### src/rtl/sap1_defs_pkg.sv
// Shared SAP-1 definitions: opcodes, control-word bit positions and masks.
// Used by the control sequencer, the datapath and the benches.
package sap1_defs_pkg;

  localparam int CTRL_W = 16;

  typedef logic [CTRL_W-1:0] ctrl_t;

  localparam logic [3:0] OP_NOP = 4'h0;
  localparam logic [3:0] OP_LDA = 4'h1;
  localparam logic [3:0] OP_ADD = 4'h2;
  localparam logic [3:0] OP_SUB = 4'h3;
  localparam logic [3:0] OP_STA = 4'h4;
  localparam logic [3:0] OP_LDI = 4'h5;
  localparam logic [3:0] OP_JMP = 4'h6;
  localparam logic [3:0] OP_JC  = 4'h7;
  localparam logic [3:0] OP_JZ  = 4'h8;
  localparam logic [3:0] OP_OUT = 4'hE;
  localparam logic [3:0] OP_HLT = 4'hF;

  localparam int B_HLT = 15;
  localparam int B_MI  = 14;
  localparam int B_RI  = 13;
  localparam int B_RO  = 12;
  localparam int B_IO  = 11;
  localparam int B_II  = 10;
  localparam int B_AI  = 9;
  localparam int B_AO  = 8;
  localparam int B_EO  = 7;
  localparam int B_SU  = 6;
  localparam int B_BI  = 5;
  localparam int B_OI  = 4;
  localparam int B_CE  = 3;
  localparam int B_CO  = 2;
  localparam int B_J   = 1;
  localparam int B_FI  = 0;

  function automatic ctrl_t cbit(input int idx);
    cbit = ctrl_t'(1) << idx;
  endfunction

  localparam ctrl_t C_HLT = cbit(B_HLT);
  localparam ctrl_t C_MI  = cbit(B_MI);
  localparam ctrl_t C_RI  = cbit(B_RI);
  localparam ctrl_t C_RO  = cbit(B_RO);
  localparam ctrl_t C_IO  = cbit(B_IO);
  localparam ctrl_t C_II  = cbit(B_II);
  localparam ctrl_t C_AI  = cbit(B_AI);
  localparam ctrl_t C_AO  = cbit(B_AO);
  localparam ctrl_t C_EO  = cbit(B_EO);
  localparam ctrl_t C_SU  = cbit(B_SU);
  localparam ctrl_t C_BI  = cbit(B_BI);
  localparam ctrl_t C_OI  = cbit(B_OI);
  localparam ctrl_t C_CE  = cbit(B_CE);
  localparam ctrl_t C_CO  = cbit(B_CO);
  localparam ctrl_t C_J   = cbit(B_J);
  localparam ctrl_t C_FI  = cbit(B_FI);

  typedef struct packed {
    ctrl_t ctrl;
    logic  adv;
  } ucode_t;

  typedef struct packed {
    logic carry;
    logic zero;
  } flags_t;

endpackage

### src/rtl/control_sequencer_rom.sv
// Combinational microcode table: (opcode, step, flags) -> {control word, end-of-instruction}.
// Zero latency; no state, no backpressure.
module microcode_rom
  import sap1_defs_pkg::*;
#(
  parameter int INSTRUCTION_STEPS = 8,
  localparam int STEP_WIDTH = $clog2(INSTRUCTION_STEPS)
) (
  input  logic [3:0]            opcode,
  input  logic [STEP_WIDTH-1:0] step,
  input  logic                  carry,
  input  logic                  zero,
  output ucode_t                word
);

  localparam logic [STEP_WIDTH-1:0] S0 = STEP_WIDTH'(0);
  localparam logic [STEP_WIDTH-1:0] S1 = STEP_WIDTH'(1);
  localparam logic [STEP_WIDTH-1:0] S2 = STEP_WIDTH'(2);
  localparam logic [STEP_WIDTH-1:0] S3 = STEP_WIDTH'(3);
  localparam logic [STEP_WIDTH-1:0] S4 = STEP_WIDTH'(4);

  ctrl_t ctrl;
  logic  adv;

  always_comb begin
    ctrl = '0;
    adv  = 1'b0;
    if (step == S0) begin
      ctrl = C_CO | C_MI;
    end else if (step == S1) begin
      ctrl = C_RO | C_II | C_CE;
    end else begin
      // Past fetch, adv defaults high: it covers both the final step of each
      // opcode and any stray step beyond it, which must return to fetch.
      adv = 1'b1;
      case (opcode)
        OP_LDA: begin
          if (step == S2) begin
            ctrl = C_IO | C_MI;
            adv  = 1'b0;
          end else if (step == S3) begin
            ctrl = C_RO | C_AI;
          end
        end
        OP_ADD, OP_SUB: begin
          if (step == S2) begin
            ctrl = C_IO | C_MI;
            adv  = 1'b0;
          end else if (step == S3) begin
            ctrl = C_RO | C_BI;
            adv  = 1'b0;
          end else if (step == S4) begin
            ctrl = C_EO | C_AI | C_FI | ((opcode == OP_SUB) ? C_SU : ctrl_t'(0));
          end
        end
        OP_STA: begin
          if (step == S2) begin
            ctrl = C_IO | C_MI;
            adv  = 1'b0;
          end else if (step == S3) begin
            ctrl = C_AO | C_RI;
          end
        end
        OP_LDI: begin
          if (step == S2) ctrl = C_IO | C_AI;
        end
        OP_JMP: begin
          if (step == S2) ctrl = C_IO | C_J;
        end
        OP_JC: begin
          if (step == S2 && carry) ctrl = C_IO | C_J;
        end
        OP_JZ: begin
          if (step == S2 && zero) ctrl = C_IO | C_J;
        end
        OP_OUT: begin
          if (step == S2) ctrl = C_AO | C_OI;
        end
        OP_HLT: begin
          // No adv: the counter parks on s2 until the halt latch takes over.
          if (step == S2) begin
            ctrl = C_HLT;
            adv  = 1'b0;
          end
        end
        default: ;
      endcase
    end
  end

  assign word = '{ctrl: ctrl, adv: adv};

endmodule

### src/rtl/control_sequencer.sv
// SAP-1 control unit: microcode decode plus the flags register and halt latch.
// Control word/adv are combinational from step and opcode; registers update on enabled posedges only.
module control_sequencer
  import sap1_defs_pkg::*;
#(
  parameter int INSTRUCTION_STEPS = 8,
  localparam int STEP_WIDTH = $clog2(INSTRUCTION_STEPS)
) (
  input  logic                  mclk,
  input  logic                  rst_n,
  input  logic                  mclk_en,
  input  logic [3:0]            i_opcode,
  input  logic [STEP_WIDTH-1:0] i_step,
  input  logic                  i_carry,
  input  logic                  i_zero,
  output logic [CTRL_W-1:0]     o_ctrl,
  output logic                  o_adv,
  output logic                  o_halt,
  output logic [1:0]            o_flags
);

  ucode_t rom_word;
  flags_t flags_q;
  logic   halt_q;
  logic   decode_on;

  microcode_rom #(
    .INSTRUCTION_STEPS(INSTRUCTION_STEPS)
  ) u_rom (
    .opcode(i_opcode),
    .step  (i_step),
    .carry (flags_q.carry),
    .zero  (flags_q.zero),
    .word  (rom_word)
  );

  // Reset and halt both silence the datapath; reset is applied combinationally
  // so the bus is quiet even before any clock edge.
  assign decode_on = rst_n & ~halt_q;

  assign o_ctrl  = decode_on ? rom_word.ctrl : '0;
  assign o_adv   = decode_on & rom_word.adv;
  assign o_halt  = halt_q;
  assign o_flags = flags_q;

  always_ff @(posedge mclk or negedge rst_n) begin
    if (!rst_n) begin
      flags_q <= '0;
    end else if (mclk_en && o_ctrl[B_FI]) begin
      flags_q <= flags_t'({i_carry, i_zero});
    end
  end

  always_ff @(posedge mclk or negedge rst_n) begin
    if (!rst_n) begin
      halt_q <= 1'b0;
    end else if (mclk_en && o_ctrl[B_HLT]) begin
      halt_q <= 1'b1;
    end
  end

endmodule

### config.mk
export PLATFORM = sky130hd
export DESIGN_NAME = control_sequencer
export DESIGN_NICKNAME = d
export VERILOG_FILES = /design/src/rtl/sap1_defs_pkg.sv /design/src/rtl/control_sequencer_rom.sv /design/src/rtl/control_sequencer.sv
export SDC_FILE = /design/constraint.sdc
export NUM_CORES = 1
export LEC_CHECK = 0
export ABC_AREA = 0
export BUFFER_PORTS_ARGS = -buffer_cell sky130_fd_sc_hd__buf_4
export CAP_MARGIN = 20
export CORE_MARGIN = 2
export CORE_UTILIZATION = 35
export DETAILED_ROUTE_END_ITERATION = 6
export PLACE_DENSITY = 0.7
export SLEW_MARGIN = 20
export SYNTH_ARGS = -nofsm -noshare
export SYNTH_HDL_FRONTEND = slang
export SYNTH_SLANG_ARGS = --single-unit
### constraint.sdc
create_clock -name mclk -period 1.49 [get_ports mclk]
set_input_delay 0.149 -clock mclk [delete_from_list [all_inputs] [get_ports mclk]]
set_output_delay 0.149 -clock mclk [all_outputs]
set_load 0.02 [all_outputs]
==> out/qor.tcl <==
set qor(synthTopCellsByArea) {dfrtp_1 13%, buf_4 7.5%, nand2b_1 5.2%}
set qor(slew_violations) 0
set qor(power_density_nw_per_um2) 358
set qor(synth_sequential_area_ratio_pct) 12.6
set qor(routed_wirelength_um) 1930
set qor(netlist-cell-type-count) 39
set qor(pre_cts_slack_ns) 0.00892
set qor(numCtsBuffers) 3
set qor(cp_max_stage_delay_ns) 0.41
set qor(synth.avg_cell_area_um2) 7.38
set qor(irDropWorstVdd_mv) 0.509
set qor(status) {complete, but fails checks}
set qor(slew_headroom_pct) 79.8
set qor(worstPathRequired_ns) 1.34
set qor(synth.yosys.warnings) 0
set qor(clock_skew_after_layout_ns) 0.00147
set qor(gpl_congestion) 0.739
set qor(dominant_delay_contributor_by_cell_family_on_the_critical_path) {simple AND/OR/NAND/NOR gates}
set qor(ctsRootBufferMaster) {clkbuf_4}
set qor(violation_count_after_the_first_detailed_route_iteration) 11
set qor(first_pass_grt_wire_length_um) 2720
set qor(pin_count) 32
set qor(cp-start-kind) {flip-flop}
set qor(worst_setup_end_kind) {output pin}
set qor(drive_gt1_share_pct) 54.3
set qor(track_usage_pct) 17.9
set qor(finalWorstSetupSlack_ns) -0.160
set qor(worstPathArrival_ns) 1.50
set qor(synth_seq_cells) 3
set qor(first_global_vias) 653
set qor(max_clock_buf_depth) 2
set qor(drc) 0
set qor(grt_antenna_before_repair) 0
set qor(synthesis.nets) 93
set qor(rows) 14
set qor(clkSlewWorstSetupHoldPaths_ns) 0.04
set qor(timing.hold.worst.class) {primary input to flip-flop}
set qor(synth_largest_type_area_fraction_pct) 12.6
set qor(slowest_stage) {dfrtp_1}
set qor(finalCriticalPeriod_ns) 1.65
set qor(finish.cell_count_without_fillers) 132
set qor(hold_slack_ns) 0.135
set qor(width_of_the_die_um) 45.3
set qor(numClockSinks) 3
set qor(critical_path.cell_chain) {nand2b_1 > or2_4 > nor4_4 > buf_4}
set qor(grt_setup_unrepaired) {true}
set qor(die_area_um2) 2060
set qor(syn_std_cell_area_um2) 598
set qor(core_area_um2) 1560
set qor(drt-wirelength-per-cell_um) 14.6
set qor(flow.area_growth_from_synthesis_pct) 64.4
set qor(post-synth-top-count-cell) {buf_4}
set qor(max_cap_viol_count) 0
set qor(wl_met2_um) 1010
set qor(worst_hold_path.num_cells) 2
set qor(count_of_final_setup_violators) 9
set qor(worst_setup_path_type) {flip-flop to output pin}
set qor(clock.fmax_ghz) 0.606
set qor(viasPerCell) 5.65
set qor(post-dp-hpwl_um) 1410
set qor(io_buffers) 31
set qor(grt_max_degree) 17
set qor(antenna_violating_nets_post_route) 0
set qor(die_h_um) 45.3
set qor(dpl.cell_count) 125
set qor(final_net_count) 129
set qor(worstMarginPinSlew_ns) 0.299
set qor(count_of_flip_flops_with_a_built_in_enable_after_synthesis) 0
set qor(dominantRegCellSynth) {dfrtp_1}
set qor(area_leader_netlist) {dfrtp_1}
set qor(antenna_cells) 0
set qor(synthArstFlopShare_pct) 100
set qor(rr_worst_depth) 3
set qor(crit_cells) 4
set qor(start_util_pct) 38.4
set qor(cts.htree.levels) 1
set qor(detail_route.wirelength.met1_um) 840
set qor(route.vias.total) 746
set qor(failing_checks) {setup timing}
set qor(drt-pass1-iter-count) 4
set qor(final-hold-violation-count) 0
set qor(worstPathMaxFanout) 3
set qor(netlist_top_cells_count) {6 x buf_4, 5 x nand2b_1, 5 x nor3_1}
set qor(maxUsedRoutingLayer) {met3}
set qor(clk-insertion-delay-late_ns) 0.23
set qor(cellLeakagePower_nw) 0.416
set qor(grt.overflow.total) 0
set qor(cp.buffers_inverters) 1
set qor(period_share_pct) 111
set qor(cts_tree) {built}
set qor(route.met3.wl_um) 79
set qor(synth_instances) 81
flip-flops by register name (all words and copies together) (netlist names):
name     flops
o_flags      2
o_halt       1
per-stage QoR:
step,TNS [ns],area (µm²),util [%],total power [mW]
after global routing,-1.57,983,63.1,0.379
final,-0.940,983,63.1,0.352
after global placement,0,863,55.4,0.197
after CTS,-1.02,926,59.4,0.350
after floorplan,-0.168,627,-,0.154
after detailed placement,0,863,55.4,0.200
path summary, 6_finish.rpt:
kind	start	to	slack, ns
max	o_halt	o_ctrl[13]	-0.16
min	i_carry	o_flags[1]	0.13
max reg2reg	o_halt	o_flags[0]	0.20
min reg2reg	o_flags[0]	o_flags[0]	0.52
max in group asynchronous	rst_n	o_flags[1]	1.03
min in group asynchronous	rst_n	o_halt	0.32
cells by family after synthesis:
logic type	share of synthesized area, %
AND/OR/NAND/NOR	47.7
multiplexers	3.77
buffers and inverters	14.6
flip-flops	12.6
AO/OA/AOI/OAI	21.3
layout by cell type, fill, tap and decap left out, types with 2 or more instances in the layout:
master and instances:
buf_4 40, nand2b_1 5, nand2_1 4, or3_1 3, a21oi_1 3, nor3_2 3
clkbuf_4 3, dfrtp_1 3, o21ai_1 2, inv_1 2, nor2_1 2, o21ai_0 2
nor4_1 2, nor3_1 2, nand4b_1 2, and3b_1 2, and3_4 2, mux2_1 2
power breakdown:
group | leakage, nW | total [mW] | internal [mW] | switching (mW)
clock | 0.0150 | 0.141 | 0.100 | 0.0406
combinational | 0.364 | 0.129 | 0.0544 | 0.0747
sequential | 0.0367 | 0.0822 | 0.0821 | 0.0000844
layout make-up:
cell class / instances / area (µm²)
Inverter: 3 / 11.3
Clock buffer: 4 / 26.3
Tap cell: 16 / 20.0
Sequential cell: 3 / 75.1
Multi-Input combinational cell: 64 / 529
Timing Repair Buffer: 42 / 322
Fill cell: 143 / 576
worst register-to-register path: stages (launching register included):
cell and delay, ns:
dfrtp_1 0.41, nor3b_4 0.23, nand4_1 0.18, mux2_1 0.35
timing repair:
item	4_1_cts	5_1_grt
hold buffers	1	0
pin swaps	5	6
gates resized for setup	4	11
buffers inserted	1	1
endpoints found under the setup margin	10	17
hold endpoints to repair	3	0
routing by layer:
layer	vias up	GRT usage [%]
met4	0	4.12
met5	-	0
li1	374	-
met1	353	20.5
met2	19	33.1
met3	0	4.00
Power figures use the tool's default switching activity.
